==> src/rtl/rmii_rx_framer.sv <==
// RMII receive framer: strips preamble/SFD, packs bytes into DATA_W-bit words,
// checks the Ethernet FCS and delivers frames through a FWFT FIFO stream.
module rmii_rx_framer #(
  parameter int DATA_W     = 8,
  parameter int FIFO_DEPTH = 64,
  parameter int MIN_BYTES  = 64
) (
  input  logic                clk,
  input  logic                rst_n,
  input  logic [1:0]          rxd,
  input  logic                crs_dv,
  input  logic                speed_10,
  output logic [DATA_W-1:0]   m_data,
  output logic [DATA_W/8-1:0] m_keep,
  output logic                m_last,
  output logic                m_err,
  output logic                m_valid,
  input  logic                m_ready,
  output logic [15:0]         frame_cnt,
  output logic [15:0]         drop_cnt
);

  localparam int BYTES  = DATA_W / 8;
  localparam int FILL_W = $clog2(BYTES + 1);
  localparam int AW     = $clog2(FIFO_DEPTH);
  localparam int FW     = DATA_W + BYTES + 2;
  localparam logic [31:0] CRC_POLY    = 32'hEDB88320;
  localparam logic [31:0] CRC_RESIDUE = 32'hDEBB20E3;

  typedef enum logic [2:0] {S_IDLE, S_PREAMBLE, S_DATA, S_FLUSH, S_DISCARD} state_t;

  state_t              state_reg, state_next;
  logic [3:0]          cnt_reg, cnt_next;
  logic                speed_reg, speed_next;
  logic [1:0]          phase_reg, phase_next;
  logic [5:0]          sh_reg, sh_next;
  logic [DATA_W-1:0]   acc_reg, acc_next;
  logic [FILL_W-1:0]   fill_reg, fill_next;
  logic [31:0]         crc_reg, crc_next;
  logic [15:0]         byte_cnt_reg, byte_cnt_next;
  logic                odd_reg, odd_next;
  logic                ovf_reg, ovf_next;
  logic [15:0]         frame_cnt_reg, frame_cnt_next;
  logic [15:0]         drop_cnt_reg, drop_cnt_next;

  logic [AW:0]         wr_ptr_reg, rd_ptr_reg;
  logic [FW-1:0]       mem [FIFO_DEPTH];
  logic [FW-1:0]       wr_word, rd_word;
  logic                wr_en, rd_en, fifo_full, fifo_empty, can_write;

  logic                strobe, last_err;
  logic [7:0]          byte_v;
  logic [BYTES-1:0]    fill_keep;

  function automatic logic [31:0] crc_byte(input logic [31:0] c, input logic [7:0] b);
    logic [31:0] r;
    r = c ^ {24'd0, b};
    for (int k = 0; k < 8; k++) begin
      r = r[0] ? ((r >> 1) ^ CRC_POLY) : (r >> 1);
    end
    return r;
  endfunction

  genvar gi;
  generate
    for (gi = 0; gi < BYTES; gi++) begin : g_keep
      assign fill_keep[gi] = (fill_reg > FILL_W'(gi));
    end
  endgenerate

  // In IDLE the live speed input picks the strobe rate; afterwards the latched one.
  assign strobe = ((state_reg == S_IDLE) ? speed_10 : speed_reg) ? (cnt_reg == 4'd0) : 1'b1;

  assign fifo_empty = (wr_ptr_reg == rd_ptr_reg);
  assign fifo_full  = (wr_ptr_reg[AW] != rd_ptr_reg[AW]) &&
                      (wr_ptr_reg[AW-1:0] == rd_ptr_reg[AW-1:0]);
  assign rd_en      = !fifo_empty && m_ready;
  assign can_write  = !fifo_full || rd_en;
  assign last_err   = (crc_reg != CRC_RESIDUE) || (byte_cnt_reg < 16'(MIN_BYTES)) ||
                      odd_reg || ovf_reg;

  always_comb begin
    state_next     = state_reg;
    speed_next     = speed_reg;
    phase_next     = phase_reg;
    sh_next        = sh_reg;
    acc_next       = acc_reg;
    fill_next      = fill_reg;
    crc_next       = crc_reg;
    byte_cnt_next  = byte_cnt_reg;
    odd_next       = odd_reg;
    ovf_next       = ovf_reg;
    frame_cnt_next = frame_cnt_reg;
    drop_cnt_next  = drop_cnt_reg;
    wr_en          = 1'b0;
    wr_word        = '0;
    byte_v         = {rxd, sh_reg};

    case (state_reg)
      S_IDLE: begin
        if (strobe && crs_dv && rxd == 2'b01) begin
          state_next = S_PREAMBLE;
          speed_next = speed_10;
        end
      end
      S_PREAMBLE: begin
        if (strobe) begin
          if (!crs_dv) begin
            state_next = S_IDLE;
          end else if (rxd == 2'b11) begin
            state_next    = S_DATA;
            phase_next    = 2'd0;
            acc_next      = '0;
            fill_next     = '0;
            crc_next      = 32'hFFFFFFFF;
            byte_cnt_next = 16'd0;
            odd_next      = 1'b0;
            ovf_next      = 1'b0;
          end else if (rxd != 2'b01) begin
            state_next = S_IDLE;
          end
        end
      end
      S_DATA: begin
        if (strobe) begin
          if (!crs_dv) begin
            odd_next   = (phase_reg != 2'd0);
            state_next = S_FLUSH;
          end else begin
            // A full word is held until the next strobe so that a frame ending
            // on a word boundary closes with that word as its last beat.
            if (fill_reg == FILL_W'(BYTES)) begin
              if (can_write) begin
                wr_en     = 1'b1;
                wr_word   = {acc_reg, {BYTES{1'b1}}, 1'b0, 1'b0};
                acc_next  = '0;
                fill_next = '0;
              end else begin
                ovf_next      = 1'b1;
                drop_cnt_next = drop_cnt_reg + 16'd1;
                state_next    = S_DISCARD;
              end
            end
            if (state_next == S_DATA) begin
              phase_next = phase_reg + 2'd1;
              sh_next    = {rxd, sh_reg[5:2]};
              if (phase_reg == 2'd3) begin
                crc_next      = crc_byte(crc_reg, byte_v);
                byte_cnt_next = byte_cnt_reg + {15'd0, ~&byte_cnt_reg};
                fill_next     = fill_reg + FILL_W'(1);
                for (int i = 0; i < BYTES; i++) begin
                  if (fill_reg == FILL_W'(i)) acc_next[i*8 +: 8] = byte_v;
                end
              end
            end
          end
        end
      end
      S_DISCARD: begin
        if (strobe && !crs_dv) state_next = S_FLUSH;
      end
      S_FLUSH: begin
        wr_word = {acc_reg, (ovf_reg ? {BYTES{1'b0}} : fill_keep), 1'b1, last_err};
        if (can_write) begin
          wr_en      = 1'b1;
          state_next = S_IDLE;
          if (!last_err) frame_cnt_next = frame_cnt_reg + 16'd1;
        end
      end
      default: state_next = S_IDLE;
    endcase

    if (state_reg == S_IDLE && state_next == S_PREAMBLE) cnt_next = 4'd0;
    else cnt_next = (cnt_reg == 4'd9) ? 4'd0 : cnt_reg + 4'd1;
  end

  always_ff @(posedge clk or negedge rst_n) begin
    if (!rst_n) begin
      state_reg     <= S_IDLE;
      cnt_reg       <= 4'd0;
      speed_reg     <= 1'b0;
      phase_reg     <= 2'd0;
      sh_reg        <= 6'd0;
      acc_reg       <= '0;
      fill_reg      <= '0;
      crc_reg       <= 32'hFFFFFFFF;
      byte_cnt_reg  <= 16'd0;
      odd_reg       <= 1'b0;
      ovf_reg       <= 1'b0;
      frame_cnt_reg <= 16'd0;
      drop_cnt_reg  <= 16'd0;
      wr_ptr_reg    <= '0;
      rd_ptr_reg    <= '0;
    end else begin
      state_reg     <= state_next;
      cnt_reg       <= cnt_next;
      speed_reg     <= speed_next;
      phase_reg     <= phase_next;
      sh_reg        <= sh_next;
      acc_reg       <= acc_next;
      fill_reg      <= fill_next;
      crc_reg       <= crc_next;
      byte_cnt_reg  <= byte_cnt_next;
      odd_reg       <= odd_next;
      ovf_reg       <= ovf_next;
      frame_cnt_reg <= frame_cnt_next;
      drop_cnt_reg  <= drop_cnt_next;
      if (wr_en) wr_ptr_reg <= wr_ptr_reg + 1'b1;
      if (rd_en) rd_ptr_reg <= rd_ptr_reg + 1'b1;
    end
  end

  always_ff @(posedge clk) begin
    if (wr_en) mem[wr_ptr_reg[AW-1:0]] <= wr_word;
  end

  // Storage is never reset, so the head word is masked whenever the FIFO is empty.
  assign rd_word   = mem[rd_ptr_reg[AW-1:0]];
  assign m_valid   = !fifo_empty;
  assign m_data    = m_valid ? rd_word[FW-1 -: DATA_W] : '0;
  assign m_keep    = m_valid ? rd_word[BYTES+1:2] : '0;
  assign m_last    = m_valid ? rd_word[1] : 1'b0;
  assign m_err     = m_valid ? rd_word[0] : 1'b0;
  assign frame_cnt = frame_cnt_reg;
  assign drop_cnt  = drop_cnt_reg;

endmodule
==> config.mk <==
export PLATFORM = sky130hd
export DESIGN_NAME = rmii_rx_framer
export DESIGN_NICKNAME = d
export VERILOG_FILES = /design/src/rtl/rmii_rx_framer.sv
export SDC_FILE = /design/constraint.sdc
export NUM_CORES = 1
export LEC_CHECK = 0
export CAP_MARGIN = 20
export CORE_MARGIN = 1.5
export CORE_UTILIZATION = 35
export DETAILED_ROUTE_END_ITERATION = 10
export HOLD_SLACK_MARGIN = 0.12
export PLACE_DENSITY = 0.47
export SLEW_MARGIN = 10
export SYNTH_ARGS = -nofsm -noshare
export SYNTH_HDL_FRONTEND = slang
export SYNTH_SLANG_ARGS = --single-unit
==> constraint.sdc <==
create_clock -name clk -period 3.8 [get_ports clk]
set_input_delay 0.57 -clock clk [delete_from_list [all_inputs] [get_ports clk]]
set_output_delay 0.57 -clock clk [all_outputs]
set_load 0.02 [all_outputs]
==> flow_summary.toml <==
[cts]
cts.sink_count = 825
cts_buffers = 91
h_tree_levels = 3
cts_tree = "built"
root_driver = "sky130_fd_sc_hd__clkbuf_16"
cts.clk_slew.worst_paths_ns = 0.06
clk-insertion-delay-late_ns = 0.66
cts-root-to-sink-buffers = 3

[synthesis]
yosys.area_share.xor_xnor_pct = 3.20
synth_top_family_by_area = "multiplexers"
seq_area_frac_synth_pct = 70.4
postSynthNetCount = 1963
post_synthesis_sequential_element_count = 825
synthAdderAreaFrac_pct = 0.400
synth_area_per_cell_um2 = 17.7
synthTopCellsByArea = "sky130_fd_sc_hd__edfxtp_1 61%, sky130_fd_sc_hd__mux4_2 11%, sky130_fd_sc_hd__dfrtp_1 6.5%"
synth_compound_gate_area_share_pct = 4.04
mappedNetlistArea_mm2 = 0.0344
synthSimpleGateAreaFrac_pct = 6.58
synth-warning-count = 0
fraction_of_synthesized_area_in_multiplexers_pct = 13.4
asyncSetResetFlopFracSynth_pct = 14.7
synth.distinct_cells = 81
yosysTopAreaCellShare_pct = 61.4
synth-edff-count = 704
dominant_cell_type_by_area_after_synthesis = "sky130_fd_sc_hd__edfxtp_1"
synthFlopType = "sky130_fd_sc_hd__edfxtp_1"
netlist_instances = 1945

[sta]
totalNegativeSetupSlack_ns = -0.0267
finalCriticalPeriod_ns = 3.82
setup-violations-final = 2
clock.fmax_mhz = 262
worst_clock_skew_ns = 0.0312
fin_ws_ns = -0.0221
worst_slew_margin_rel_pct = 36.2
timing_max_transition_violations_final = 0
rsz0062_at_grt = "true"
hold_ws_ns = 0.463
tightest_slew_ns = 0.954
final.period_utilization_pct = 101
timing_hold_violations_final = 0

[setup_path]
worst_ep_arrival_time_ns = 3.25
cp-end-kind = "output port"
critical_path_class = "flop to output port"
start_kind = "flop"
cp.required_ns = 3.23
worstPathMaxFanout = 6

[global_route]
initial_antenna_violation_count = 2
grt_pass1_wl_um = 138000
first_global_vias = 19642
grt_overflow_total = 0
largest_net_degree_at_the_start_of_global_routing = 70
grt_usage_pct = 19.0

[die]
die_w_um = 317
io-pin-count = 51
core_mm2 = 0.0970
initial_core_util_pct = 35.5
dieHeight_um = 317
die_area_mm2 = 0.100
fp-row-count = 114

[outcome]
outcome = "complete, but fails checks"
failed_checks = "negative setup slack"

[detailed_routing]
dr_total_vias = 19155
route.detailed.wl_per_inst_um = 26.5
drt.antenna.violating_nets = 0
drt_pre_antenna_iters = 5
drt-vias-per-instance = 5.38
drcViolationCount = 0
first_iter_violations = 1692
finalWirelength_um = 94300

[power_and_ir_drop]
power_mw = 28.9
cellPowerDensity_mw_per_mm2 = 690
p_leak_nw = 14.6
worst_ir_drop_vdd_mv = 0.360

[finish]
max_ffs_per_register = 704
layout-drive-gt1-share_pct = 31.0
diodes = 0
layout.nets = 2236
area.growth.synth_to_final_pct = 21.6
fillerInstances = 8549
final_core_util_pct = 43.1

[place]
gp_routability_congestion = 0.793
numPortBuffers = 50
dp_hpwl_um = 59300
placement.setup.worst_slack_ns = -0.0510

[run]
cap_violations = 0

[hold_path]
hold_path.class = "flop to flop"
-- synthesized netlist by cell type (8+ instances only) --
library cell / count
sky130_fd_sc_hd__buf_4: 29
sky130_fd_sc_hd__o21ai_0: 21
sky130_fd_sc_hd__mux2_2: 11
sky130_fd_sc_hd__mux4_2: 163
sky130_fd_sc_hd__a22oi_1: 8
sky130_fd_sc_hd__nor4_1: 30
sky130_fd_sc_hd__nor3_2: 15
sky130_fd_sc_hd__and2_1: 8
sky130_fd_sc_hd__nand4_1: 24
sky130_fd_sc_hd__a31oi_1: 13
sky130_fd_sc_hd__dfstp_2: 32
sky130_fd_sc_hd__mux2i_1: 79
sky130_fd_sc_hd__o31ai_1: 8
sky130_fd_sc_hd__clkbuf_1: 33
sky130_fd_sc_hd__xor2_1: 54
sky130_fd_sc_hd__o221ai_1: 10
sky130_fd_sc_hd__buf_1: 13
sky130_fd_sc_hd__nor2_1: 46
sky130_fd_sc_hd__dfrtp_1: 89
sky130_fd_sc_hd__nor2b_1: 17
sky130_fd_sc_hd__nand2_1: 112
sky130_fd_sc_hd__a2bb2oi_1: 20
sky130_fd_sc_hd__nand3_1: 27
sky130_fd_sc_hd__buf_2: 31
sky130_fd_sc_hd__nor3_1: 62
sky130_fd_sc_hd__a21oi_1: 47
sky130_fd_sc_hd__xnor2_1: 61
sky130_fd_sc_hd__edfxtp_1: 704
sky130_fd_sc_hd__inv_1: 17
sky130_fd_sc_hd__nand2b_1: 11
sky130_fd_sc_hd__ha_1: 11
-- cells in the final DEF, fill, tap and decap left out, drive strengths merged, types with 6 or more instances in the layout --
cell type,count
mux2i,79
clkbuf,127
nor4,31
bufinv,6
clkdlybuf4s50,37
dfrtp,89
nand2b,11
ha,11
and3,7
mux4,163
nor3,78
a31oi,13
buf,249
nand4,24
xor2,54
nand3,28
nor2,46
clkinv,29
nand2,112
o21ai,23
a2bb2oi,20
nand3b,6
inv,18
nor2b,17
dfstp,32
xnor2,64
a221oi,6
a22o,7
o221ai,10
a32oi,6
o31ai,8
and2,8
or4,7
edfxtp,704
mux2,13
a22oi,8
a21oi,47
-- critical path, cell delays in order (launching register included) --
cell,delay [ns]
sky130_fd_sc_hd__dfrtp_4,0.50
sky130_fd_sc_hd__buf_6,0.16
sky130_fd_sc_hd__buf_12,0.14
sky130_fd_sc_hd__buf_12,0.13
sky130_fd_sc_hd__mux4_2,0.44
sky130_fd_sc_hd__mux2i_4,0.22
sky130_fd_sc_hd__mux2i_1,0.14
sky130_fd_sc_hd__o221ai_1,0.19
sky130_fd_sc_hd__buf_4,0.16
sky130_fd_sc_hd__o211ai_1,0.26
sky130_fd_sc_hd__buf_4,0.26
-- area by class of cell --
cell class	count	area, um2	share of cell area (%)
Clock buffer	125	2540	6.07
Clock inverter	37	355	0.849
Inverter	19	78.8	0.188
Multi-Input combinational cell	988	10100	24.1
Sequential cell	825	24200	57.9
Tap cell	1276	1600	3.81
Timing Repair Buffer	293	2960	7.08
-- per-layer routing --
layer  up-vias  GRT usage [%]  share of wire [%]
li1       8338              -                  -
met4         2           5.43                2.5
met3       133           3.32                5.0
met5         -              0             0.0074
met2       488           30.4                 48
met1     10194           26.8                 45
-- kinds of logic (layout without fill, tap and decap cells) --
logic type | after synthesis | count (layout)
flops | 825 | 825
mux | 255 | 255
buf+inv | 132 | 474
compound gates | 191 | 191
xor+xnor | 120 | 120
simple gates | 411 | 411
fa+ha+maj | 11 | 11
-- metrics by stage --
stage                     std cells  cell area, um2
after detailed placement       3349           37900
after floorplan                1945           34400
final                          3563           41900
after CTS                      3542           41500
after global routing           3563           41900
after global placement         3349           37900
-- power breakdown --
part	internal (mW)	total, mW	switching [mW]
registers	10.2	10.6	0.395
logic	4.51	9.76	5.25
clock network	5.07	8.59	3.52
-- path summary, 6_finish.rpt --
path                                       to  slack (ns)           from  cells after the start
worst max-delay path                m_data[1]       -0.02  rd_ptr_reg[0]                     10
worst min-delay path            frame_cnt[15]        0.46  frame_cnt[15]                      1
worst max register to register      mem[9][9]        0.48     cnt_reg[0]                      9
worst min register to register  frame_cnt[15]        0.46  frame_cnt[15]                      1
max in group asynchronous       rd_ptr_reg[2]        2.33          rst_n                      3
min in group asynchronous         drop_cnt[4]        0.55          rst_n                      2
-- what timing repair did --
| action | 4_1_cts | 5_1_grt |
|---|---|---|
| hold buffers | 1 | 0 |
| pin swaps | 8 | 13 |
| buffers inserted | 26 | 19 |
| resized for setup | 98 | 36 |
| endpoints found under the hold margin | 35 | 0 |
| endpoints found under the setup margin | 11 | 10 |
| cloned | 6 | 2 |
Power figures use the tool's default switching activity.
